### src/rtl/maze_pkg.sv
// Shared types and constants for the maze run controller.
package maze_pkg;

    localparam int unsigned MAZE_W   = 16;
    localparam int unsigned MAZE_H   = 16;
    localparam int unsigned COORD_W  = 4;
    localparam int unsigned ADDR_W   = 2 * COORD_W;
    localparam int unsigned CNT_W    = 16;
    localparam logic        CELL_PATH = 1'b1;
    localparam logic        CELL_WALL = 1'b0;

    typedef enum logic [2:0] {
        ST_IDLE  = 3'd0,
        ST_START = 3'd1,
        ST_RUN   = 3'd2,
        ST_LATCH = 3'd3,
        ST_READY = 3'd4
    } run_state_t;

    // Flat bitmap address of cell (x, y): x + 16*y.
    function automatic logic [ADDR_W-1:0] cell_addr(input logic [COORD_W-1:0] x,
                                                    input logic [COORD_W-1:0] y);
        return {y, x};
    endfunction

endpackage

### src/rtl/rr_arb2.sv
// Two-requester round-robin arbiter with a registered grant.
// Index 0 = VGA, index 1 = player; pointer resets to the player so VGA wins first.
module rr_arb2 (
    input  logic       clk,
    input  logic       rst,
    input  logic [1:0] req,
    output logic [1:0] gnt,
    output logic [1:0] gnt_c
);

    logic [1:0] gnt_q, gnt_d;
    logic       last_q, last_d;

    // Next grant: a lone requester wins, a conflict goes to the one not served last.
    always_comb begin
        gnt_d  = 2'b00;
        last_d = last_q;
        if (req == 2'b11) begin
            gnt_d = last_q ? 2'b01 : 2'b10;
        end else begin
            gnt_d = req;
        end
        if (gnt_d[0]) begin
            last_d = 1'b0;
        end else if (gnt_d[1]) begin
            last_d = 1'b1;
        end
    end

    // Grant and last-grant pointer registers.
    always_ff @(posedge clk) begin
        if (rst) begin
            gnt_q  <= 2'b00;
            last_q <= 1'b1;
        end else begin
            gnt_q  <= gnt_d;
            last_q <= last_d;
        end
    end

    assign gnt   = gnt_q;
    assign gnt_c = gnt_d;

endmodule

### src/rtl/maze_run_ctrl.sv
// Carver run sequencer with timeout, maze snapshot buffer and shared cell reads.
module maze_run_ctrl
    import maze_pkg::*;
#(
    parameter int unsigned MAZE_W  = 16,
    parameter int unsigned MAZE_H  = 16,
    parameter int unsigned SETTLE  = 4,
    parameter int unsigned TIMEOUT = 65535
) (
    input  logic                       clk,
    input  logic                       rst,
    input  logic                       new_maze,
    output logic                       carver_start,
    input  logic                       carver_finish,
    input  logic [MAZE_W*MAZE_H-1:0]   carver_maze,
    output logic                       busy,
    output logic                       maze_valid,
    output logic                       timeout_err,
    input  logic                       vga_req,
    input  logic [3:0]                 vga_x,
    input  logic [3:0]                 vga_y,
    output logic                       vga_gnt,
    output logic                       vga_cell,
    input  logic                       plr_req,
    input  logic [3:0]                 plr_x,
    input  logic [3:0]                 plr_y,
    output logic                       plr_gnt,
    output logic                       plr_cell
);

    localparam int unsigned CELLS = MAZE_W * MAZE_H;

    run_state_t       state_q, state_d;
    logic [CNT_W-1:0] cnt_q, cnt_d;
    logic [CELLS-1:0] buf_q, buf_d;
    logic             carver_start_q, carver_start_d;
    logic             busy_q, busy_d;
    logic             maze_valid_q, maze_valid_d;
    logic             timeout_err_q, timeout_err_d;
    logic             vga_cell_q, vga_cell_d;
    logic             plr_cell_q, plr_cell_d;
    logic [1:0]       gnt, gnt_c;

    // Run sequencing: handshake, settle window, timeout and snapshot.
    always_comb begin
        state_d       = state_q;
        cnt_d         = cnt_q;
        buf_d         = buf_q;
        maze_valid_d  = maze_valid_q;
        timeout_err_d = timeout_err_q;
        case (state_q)
            ST_IDLE, ST_READY: begin
                if (new_maze) begin
                    state_d       = ST_START;
                    cnt_d         = '0;
                    maze_valid_d  = 1'b0;
                    timeout_err_d = 1'b0;
                end
            end
            ST_START: begin
                if (cnt_q == CNT_W'(TIMEOUT)) begin
                    state_d       = ST_IDLE;
                    timeout_err_d = 1'b1;
                end else if (!carver_finish && cnt_q != '0) begin
                    state_d = ST_RUN;
                    cnt_d   = '0;
                end else begin
                    cnt_d = cnt_q + CNT_W'(1);
                end
            end
            ST_RUN: begin
                if (cnt_q == CNT_W'(TIMEOUT)) begin
                    state_d       = ST_IDLE;
                    timeout_err_d = 1'b1;
                end else if (carver_finish && cnt_q >= CNT_W'(SETTLE)) begin
                    state_d = ST_LATCH;
                end else begin
                    cnt_d = cnt_q + CNT_W'(1);
                end
            end
            ST_LATCH: begin
                buf_d        = carver_maze;
                state_d      = ST_READY;
                maze_valid_d = 1'b1;
            end
            default: state_d = ST_IDLE;
        endcase
        carver_start_d = (state_d == ST_START);
        busy_d         = (state_d == ST_START) || (state_d == ST_RUN) || (state_d == ST_LATCH);
    end

    // Read data for the requester being granted; walls until a full maze is held.
    always_comb begin
        vga_cell_d = CELL_WALL;
        plr_cell_d = CELL_WALL;
        if (gnt_c[0] && maze_valid_q) begin
            vga_cell_d = buf_q[cell_addr(vga_x, vga_y)];
        end
        if (gnt_c[1] && maze_valid_q) begin
            plr_cell_d = buf_q[cell_addr(plr_x, plr_y)];
        end
    end

    // State, counter, buffer and output registers.
    always_ff @(posedge clk) begin
        if (rst) begin
            state_q        <= ST_IDLE;
            cnt_q          <= '0;
            buf_q          <= '0;
            carver_start_q <= 1'b0;
            busy_q         <= 1'b0;
            maze_valid_q   <= 1'b0;
            timeout_err_q  <= 1'b0;
            vga_cell_q     <= 1'b0;
            plr_cell_q     <= 1'b0;
        end else begin
            state_q        <= state_d;
            cnt_q          <= cnt_d;
            buf_q          <= buf_d;
            carver_start_q <= carver_start_d;
            busy_q         <= busy_d;
            maze_valid_q   <= maze_valid_d;
            timeout_err_q  <= timeout_err_d;
            vga_cell_q     <= vga_cell_d;
            plr_cell_q     <= plr_cell_d;
        end
    end

    rr_arb2 u_arb (
        .clk   (clk),
        .rst   (rst),
        .req   ({plr_req, vga_req}),
        .gnt   (gnt),
        .gnt_c (gnt_c)
    );

    assign carver_start = carver_start_q;
    assign busy         = busy_q;
    assign maze_valid   = maze_valid_q;
    assign timeout_err  = timeout_err_q;
    assign vga_gnt      = gnt[0];
    assign plr_gnt      = gnt[1];
    assign vga_cell     = vga_cell_q;
    assign plr_cell     = plr_cell_q;

endmodule

### config.mk
export PLATFORM = sky130hd
export DESIGN_NAME = maze_run_ctrl
export DESIGN_NICKNAME = d
export VERILOG_FILES = /design/src/rtl/maze_pkg.sv /design/src/rtl/rr_arb2.sv /design/src/rtl/maze_run_ctrl.sv
export SDC_FILE = /design/constraint.sdc
export NUM_CORES = 1
export LEC_CHECK = 0
export CORE_MARGIN = 1
export CORE_UTILIZATION = 35
export CTS_CLUSTER_SIZE = 12
export DETAILED_ROUTE_END_ITERATION = 8
export DONT_BUFFER_PORTS = 1
export HOLD_SLACK_MARGIN = 0.06
export PLACE_DENSITY = 0.54
export SLEW_MARGIN = 20
export SYNTH_ARGS = -nofsm -noshare
export SYNTH_HDL_FRONTEND = slang
export SYNTH_SLANG_ARGS = --single-unit
### constraint.sdc
create_clock -name clk -period 3.1 [get_ports clk]
set_clock_uncertainty 0.2 [all_clocks]
set_input_delay 0.465 -clock clk [delete_from_list [all_inputs] [get_ports clk]]
set_output_delay 0.465 -clock clk [all_outputs]
set_load 0.05 [all_outputs]
* After elaboration in Yosys (flattened, before gate mapping) *
Index checks and enable logic that the tools add are counted.

storage, ports and cells
  bits in registers = 284
  input port bits = 278

operators by class
  muxes and demuxes = 24
  reductions and logical operators = 20
  bitwise logic cells = 2
  eq/ne operators = 14
  $lt $le $gt $ge = 3
  $add $sub $neg = 1

operators with widths
  kind                                                                number
  two-way mux 16 bit                                                  5
  case mux 16 bit (3 select lines)                                    1
  less-than comparator 8 x 9 -> 1 bit, second input constant          2
  adder 16 x 1 -> 16 bit, second input constant                       1
  binary-select mux 1 bit (select 8 bit)                              2
  == test 16 bit, second input constant                               1
  greater-or-equal comparator 16 x 3 -> 1 bit, second input constant  1
  nonzero test 16 bit                                                 1
  two-way mux 3 bit                                                   5
  == test 3 x 2 -> 1 bit, second input constant                       4
  case mux 3 bit (4 select lines)                                     1
  != test 2 bit, second input constant                                4
  OR reduction 2 bit                                                  4
  == test 3 x 1 -> 1 bit, second input constant                       2
  two-way mux 1 bit                                                   6
  nonzero test 2 bit                                                  3
  AND reduction 5 bit                                                 1
  logical AND 1 bit                                                   4
  two-way mux 2 bit                                                   2
  case mux 1 bit (2 select lines)                                     2
  == test 3 bit, second input constant                                1
  zero test 3 bit                                                     1
  AND reduction 3 bit                                                 1
  nonzero test 3 bit                                                  1
  6 further kinds                                                     8

* Depth between registers and ports, before layout *
Gate-level depths: netlist of the first run.

  depth after elaboration = 8
  gate-level depth with buffers = 11
  gate-level depth less buffers = 7

* Hierarchy *
Synthesis of the first run repeated with hierarchy kept, for this count alone.

second synthesis, totals
  cell total of the unflattened synthesis = 1634
  area total of the unflattened synthesis = 14342.5 um^2

modules (own cells, without submodules)
  module         sequential area each (um^2)  cells each  times used  area each (um^2)
  maze_run_ctrl  5625.4                       1622        1           14229.9
  rr_arb2        60.1                         12          1           112.6

* Least setup slack after synthesis of the first run *
OpenSTA, ideal clock, no wires.

  kind = input to register
  from = input plr_x[0]
  to = register plr_cell_q, in the netlist plr_cell
  stages = 9
  setup slack = 0.445 ns
  path buffers = 3
  library setup time = 0.138 ns
  data arrival time = 2.317 ns
  required time = 2.762 ns
  cells stage by stage = buf_6 -> buf_12 -> buf_2 -> mux4_2 -> o21a_1 -> a21oi_1 -> o22ai_1 -> a2111oi_2 -> o211ai_1

between the ends
  longest elaborated chain between the ends = 2

ends and longest elaborated chain
  what                                     line                  source
  start: declaration                       maze_run_ctrl.sv:25   input logic [3:0] plr_x,
  binary-select mux 1 bit (select 8 bit)   maze_run_ctrl.sv:100  plr_cell_d = buf_q[cell_addr(plr_x, plr_y)];
  two-way mux 1 bit (not written as such)  maze_run_ctrl.sv:100
  end signal: assignment                   maze_run_ctrl.sv:125  plr_cell_q <= plr_cell_d;
  end: declaration                         maze_run_ctrl.sv:41   logic plr_cell_q, plr_cell_d;

Every way passes these cells. The select of a mux whose other input is x is not followed.
A chain may end at the register's enable or synchronous reset.

* Worst setup path after layout of the first run *
  from = register cnt_q[9]
  to = register cnt_q[9]

between the ends
  longest elaborated chain between the ends = 5
  elaborated cells on any way between the ends = 15
  classes of those cells = add/sub (1); order compare (1); eq/ne (4); mux (5); reduce/logical (4)

ends and longest elaborated chain
  what                                                            line                  source
  start: declaration                                              maze_run_ctrl.sv:34   logic [CNT_W-1:0] cnt_q, cnt_d;
  start signal: assignment                                        maze_run_ctrl.sv:118  cnt_q <= cnt_d;
  branches (longest 5 deep; another with adder 16 x 1 -> 16 bit)  -

Several ways; the timed one is not identified. The select of a mux whose other input is x is not followed.

==> flow_summary.toml, run 1 <==
[place]
place_inst = 2086
portBuffers = 0
post-place-ws_ps = 425
dp_hpwl_um = 34200
place_congestion = 0.899

[clock_tree]
insertion_delay_ps = 560
cts_max_level = 2
cts-buffers-inserted = 34
cts_root_buf = "clkbuf_16"
clk_path_buf_depth = 3
clk_pin_slew_ps = 60
clock-sinks = 284
cts_tree = "built"

[outcome]
violations = "design-rule violations"
status = "complete, but fails checks"

[synthesis]
syn_nets = 1954
synth-seq-area-share_pct = 38.9
synthArstFlopShare_pct = 0
synth_seq_cells = 284
ys.flop_type = "dfxtp_1"
ys_warn_count = 0
syn_inst = 1674
syn_avg_cell_area_um2 = 8.74
synth_edf_count = 0
synth_cell_types = 66
synthesis.area_um2 = 14600

[grt]
grt_overflow = 0
antenna_found_initial = 5
grtUsageTotal_pct = 24.6
first_global_vias = 13500
grt_max_degree = 148
grt_pass1_wl_um = 78800

[power]
switchingPower_mw = 1.89
p_clk_share_pct = 49.3
netSwitchingFraction_pct = 22.6
p_comb_share_pct = 6.4
p_leak_nw = 6.89
seqPwrFrac_pct = 44.3
power.density_nw_per_um2 = 432
p_int_mw = 6.47
peakVddDrop_mv = 0.249

[detailed_routing]
drt_iter0_markers = 1032
first_pass_iters = 8
wl_per_cell_um = 21.3
wl_met1_um = 22500
vias = 13700
routed-wl-met2_um = 24600
wirelength_um = 52500
top_layer = "met4"
wl_met3_um = 3780
viasPerCell = 5.56
drc = 28
ant_nets = 0

[final_layout]
n_fill_cell = 3858
final_cell_mix = "nand2_1, dlygate4sd3_1, dfxtp_1, a21oi_1, mux4_2"
fin_cells = 2470
nets = 2189
multi_input_area_um2 = 8240
final_util_pct = 47.1
seqCellArea_um2 = 5690
area_growth_pct = 32.1
final_common_cell = "nand2_1"
drive_gt1_share_pct = 10.2

[critical_path]
path_max_fanout = 11
arrival_ps = 3210
r2r-start = "cnt_q[9]"
startpoint = "cnt_q[9]"
startpoint_type = "register"
reg2reg_depth = 8
worstSetupPathType = "reg2reg"
end_kind = "register"
worst_ep_required_time_ps = 3380

[min_path]
hold_path.class = "in2reg"
hold_depth = 3
worstHoldStart = "new_maze"

[sta]
timing.setup.tns_ps = 0
setup_viol = 0
whs_ps = 158
tightest_slew_ps = 672
max-slew-margin-rel_pct = 55.1
fmax_mhz = 341
finalHoldViolCount = 0
period_needed_ps = 2930
rsz0062_at_grt = "false"
slew_viol_final = 0
setup_ws_ps = 170
min_period_over_period_pct = 94.5

[die]
start_util_pct = 35.7
fp.dieArea_um2 = 42600
core_um2 = 41000
fp-row-count = 74
num_io_pins = 286
die_w_um = 206
die_h_um = 206

[job]
max-cap-violations = 0
[critical path: stages, from the launching register on]
cell and delay (ps):
dfxtp_1 360, nor4_1 400, and4_1 250, a21oi_1 130, o21ai_2 410, buf_4 260
nand4_1 100, o32ai_1 210, dlygate4sd3_1 570
[worst paths after layout]
kind	endpoint	slack, ps
max	cnt_q[9]	170
min	state_q[0]	160
max reg2reg	cnt_q[9]	170
min reg2reg	buf_q[8]	260
[per-layer routing]
layer,GRT usage [%],up-vias
li1,-,6436
met2,39.1,469
met5,0,-
met1,32.6,6734
met3,5.39,92
met4,8.67,0
[per-stage QoR]
stage | cell area (um^2) | power, mW
after detailed placement | 14900 | 4.09
after global placement | 14900 | 4.09
after CTS | 19300 | 8.45
after floorplan | 14600 | 4.16
final | 19300 | 8.36
after global routing | 19300 | 8.65
[power by group through the flow]
| stage | combinational (mW) | sequential, mW | clock, mW |
|---|---|---|---|
| detailed placement | 0.308 | 3.78 | 0 |
| global placement | 0.306 | 3.78 | 0 |
| CTS | 0.525 | 3.70 | 4.22 |
| global route | 0.568 | 3.70 | 4.38 |
| floorplan | 0.385 | 3.78 | 0 |
| finish | 0.532 | 3.70 | 4.12 |
[synthesized netlist by cell type (3+ instances only)]
cell | n | area [um^2]
nand2_1 | 564 | 2120
dfxtp_1 | 284 | 5690
a21oi_1 | 271 | 1360
clkbuf_1 | 109 | 409
mux4_2 | 102 | 2300
mux2i_1 | 35 | 350
inv_1 | 25 | 93.8
nand3_1 | 24 | 120
mux4_1 | 19 | 499
nor2_1 | 19 | 71.3
a31oi_1 | 18 | 113
buf_2 | 16 | 80.1
o221ai_1 | 13 | 114
o32ai_1 | 13 | 114
nand2b_1 | 12 | 75.1
a211oi_1 | 11 | 82.6
nand4_1 | 9 | 56.3
mux2_2 | 8 | 90.1
nor3_1 | 8 | 40.0
buf_1 | 7 | 26.3
nor4_1 | 7 | 43.8
o22ai_1 | 7 | 43.8
or3_1 | 7 | 43.8
and3_1 | 6 | 37.5
nor2b_1 | 6 | 37.5
o21ai_0 | 6 | 30.0
buf_4 | 5 | 37.5
nor3b_1 | 4 | 30.0
a22oi_1 | 3 | 22.5
a311oi_1 | 3 | 26.3
a41oi_1 | 3 | 26.3
nand3b_1 | 3 | 22.5
o211ai_1 | 3 | 22.5
[sequential cells by signal (all words and copies together) (netlist names), 2 cells and up]
register	flops
cnt_q	16
state_q	3
u_arb.gnt	2
buf_q	256
[kinds of logic after synthesis]
| kind of cell | Yosys count | synth area share, % |
|---|---|---|
| fa+ha+maj | 2 | 0.171 |
| simple gates | 681 | 19.1 |
| compound gates | 373 | 14.7 |
| buf+inv | 170 | 5.04 |
| mux | 164 | 22.1 |
| flops | 284 | 38.9 |
[final cells by class]
cell class,count,area share (%)
multi-input cells,1220,42.6
flip-flops and latches,284,29.4
repair buffers,342,18.0
clock buffers,49,5.11
well taps,532,3.44
clock inverters,11,0.841
inverters,27,0.524
diodes,5,0.0647
[timing repair]
| item | CTS | global route |
|---|---|---|
| resized for setup | 0 | 2 |
| hold buffers | 317 | 0 |
| setup buffers | 0 | 2 |
| hold endpoints to repair | 284 | 0 |
| setup endpoints to repair | 0 | 2 |
Power figures use the tool's default switching activity.
==> run 2, diff against run 1 <==
--- a/config.mk
+++ b/config.mk
@@ -12,7 +12,6 @@
 export DONT_BUFFER_PORTS = 1
 export HOLD_SLACK_MARGIN = 0.06
 export PLACE_DENSITY = 0.54
-export SLEW_MARGIN = 20
 export SYNTH_ARGS = -nofsm -noshare
 export SYNTH_HDL_FRONTEND = slang
 export SYNTH_SLANG_ARGS = --single-unit
==> constraint.sdc (replaced) <==
create_clock -name clk -period 3.4 [get_ports clk]
set_clock_uncertainty 0.2 [all_clocks]
set_input_delay 0.51 -clock clk [delete_from_list [all_inputs] [get_ports clk]]
set_output_delay 0.51 -clock clk [all_outputs]
set_load 0.05 [all_outputs]
==> flow_summary.toml, run 2 (same netlist as run 1, synthesis figures left out) <==
[clock_tree]
insertion_delay_ps = 550
cts_max_level = 2
cts-buffers-inserted = 34
clock-sinks = 284
clk_path_buf_depth = 3
clk_pin_slew_ps = 60
cts_tree = "built"
post_cts.repair.setup_buffers = 0
cts_root_buf = "clkbuf_16"

[power]
p_leak_nw = 6.69
peakVddDrop_mv = 0.375
netSwitchingFraction_pct = 23.2
seqPwrFrac_pct = 45.6
p_int_mw = 5.69
p_comb_share_pct = 6.6
power.density_nw_per_um2 = 390
p_clk_share_pct = 47.8
switchingPower_mw = 1.72

[final_layout]
final_cell_mix = "nand2_1, dlygate4sd3_1, dfxtp_1, a21oi_1, mux4_2"
final_common_cell = "nand2_1"
top_register = "buf_q"
fin_cells = 2442
largestRegisters = "buf_q x256, cnt_q x16, state_q x3"
drive_gt1_share_pct = 9.92
largest_register_ff_count = 256
area_growth_pct = 29.8
nets = 2164
stdcell_area_um2 = 19000

[critical_path]
worstReg2RegEnd = "cnt_q[0]"
path_max_fanout = 9
startpoint_type = "register"
worstSetupPathType = "reg2reg"
end_kind = "register"
arrival_ps = 3350
reg2reg_slack_ps = 270
reg2reg_depth = 8
r2r-start = "cnt_q[0]"
worst_ep_required_time_ps = 3620

[detailed_routing]
drt_iter0_markers = 1032
wl_per_cell_um = 21.5
wirelength_um = 52600
drc = 28
viasPerCell = 5.55
vias = 13600
ant_nets = 0
first_pass_iters = 8

[sta]
finalHoldViolCount = 0
timing.setup.tns_ps = 0
period_needed_ps = 3130
slew_viol_final = 0
rsz0062_at_grt = "false"
fmax_mhz = 320
tightest_slew_ps = 1140
setup_viol = 0
min_period_over_period_pct = 92.0
max-slew-margin-rel_pct = 23.7

[grt]
grtUsageTotal_pct = 24.2
antenna_found_initial = 4
grt_pass1_wl_um = 77500
grt_max_degree = 155
first_global_vias = 13200
grt_overflow = 0

[min_path]
hold_path.class = "in2reg"
hold_depth = 2
worstHoldStart = "new_maze"
min_to = "carver_start"

[place]
place_congestion = 0.897
place_area_um2 = 14900
dp_hpwl_um = 33500
place_inst = 2081
portBuffers = 0

[die]
fp.dieArea_um2 = 42600
num_io_pins = 286
fp-row-count = 74
die_h_um = 206
start_util_pct = 35.7
core_um2 = 41000
die_w_um = 206

[job]
max-cap-violations = 0

[outcome]
violations = "design-rule violations"
status = "complete, but fails checks"
## run 2: changes by cell type in the layout (fill, tap and decap cells not counted), moves of 2 or more
cell           change
bufinv_16          -3
dlygate4sd3_1     -18
buf_12             -3
clkinv_8           -2
clkinv_2           +2
buf_4              -4
## run 2: repair_timing
action                                  4_1_cts  5_1_grt
hold buffers                                299        0
resized for setup                             0        4
hold endpoints to repair                    284        0
endpoints found under the setup margin        0        2
## run 2: worst max-delay path by stage
| stage | startpoint | to | slack (ps) | cells past startpoint |
|---|---|---|---|---|
| final | cnt_q[0] | cnt_q[0] | 270 | 8 |
| after global routing | cnt_q[0] | cnt_q[0] | 90 | 8 |
| after CTS | cnt_q[0] | cnt_q[0] | 60 | 8 |
| after detailed placement | cnt_q[0] | cnt_q[4] | 560 | 7 |
| after global placement | cnt_q[0] | cnt_q[4] | 630 | 7 |
| after floorplan | plr_x[0] | plr_cell | 700 | 9 |
## run 2: layout make-up
class | count | area (um^2)
diodes | 4 | 10.0
inverters | 27 | 101
clock inverters | 9 | 70.1
fillers | 3848 | 22000
multi-input cells | 1220 | 8250
flip-flops and latches | 284 | 5690
repair buffers | 317 | 3210
well taps | 532 | 666
clock buffers | 49 | 998
## run 2: metal layers
| metal | track usage (%) | share of wire [%] |
|---|---|---|
| met2 | 38.8 | 47 |
| met4 | 7.80 | 2.7 |
| met5 | 0 | 0.025 |
| met1 | 31.7 | 43 |
| met3 | 5.91 | 7.6 |
## run 2: per-stage QoR
step	util, %	hold WS (ps)	setup WS, ps	total power [mW]
3_3_place_gp	36.3	246	631	3.72
4_1_cts	46.2	60.7	61.4	7.47
5_1_grt	46.3	84.5	94.1	7.66
2_1_floorplan	-	241	700	3.79
6_report	46.3	84.0	271	7.40
3_5_place_dp	36.3	255	562	3.72
## run 2: power groups by stage
stage	Sequential, mW	Combinational (mW)	Clock (mW)
2_1_floorplan	3.44	0.351	0
3_3_place_gp	3.45	0.270	0
3_5_place_dp	3.45	0.273	0
4_1_cts	3.38	0.476	3.62
5_1_grt	3.38	0.522	3.76
6_report	3.38	0.489	3.53
## run 2: critical path: stages, from the launching register on
cell,delay (ps)
dfxtp_1,400
ha_1,210
nand3_1,170
nor3_4,330
a31oi_1,210
a211oi_4,460
or3b_1,380
o31ai_1,100
dlygate4sd3_1,560
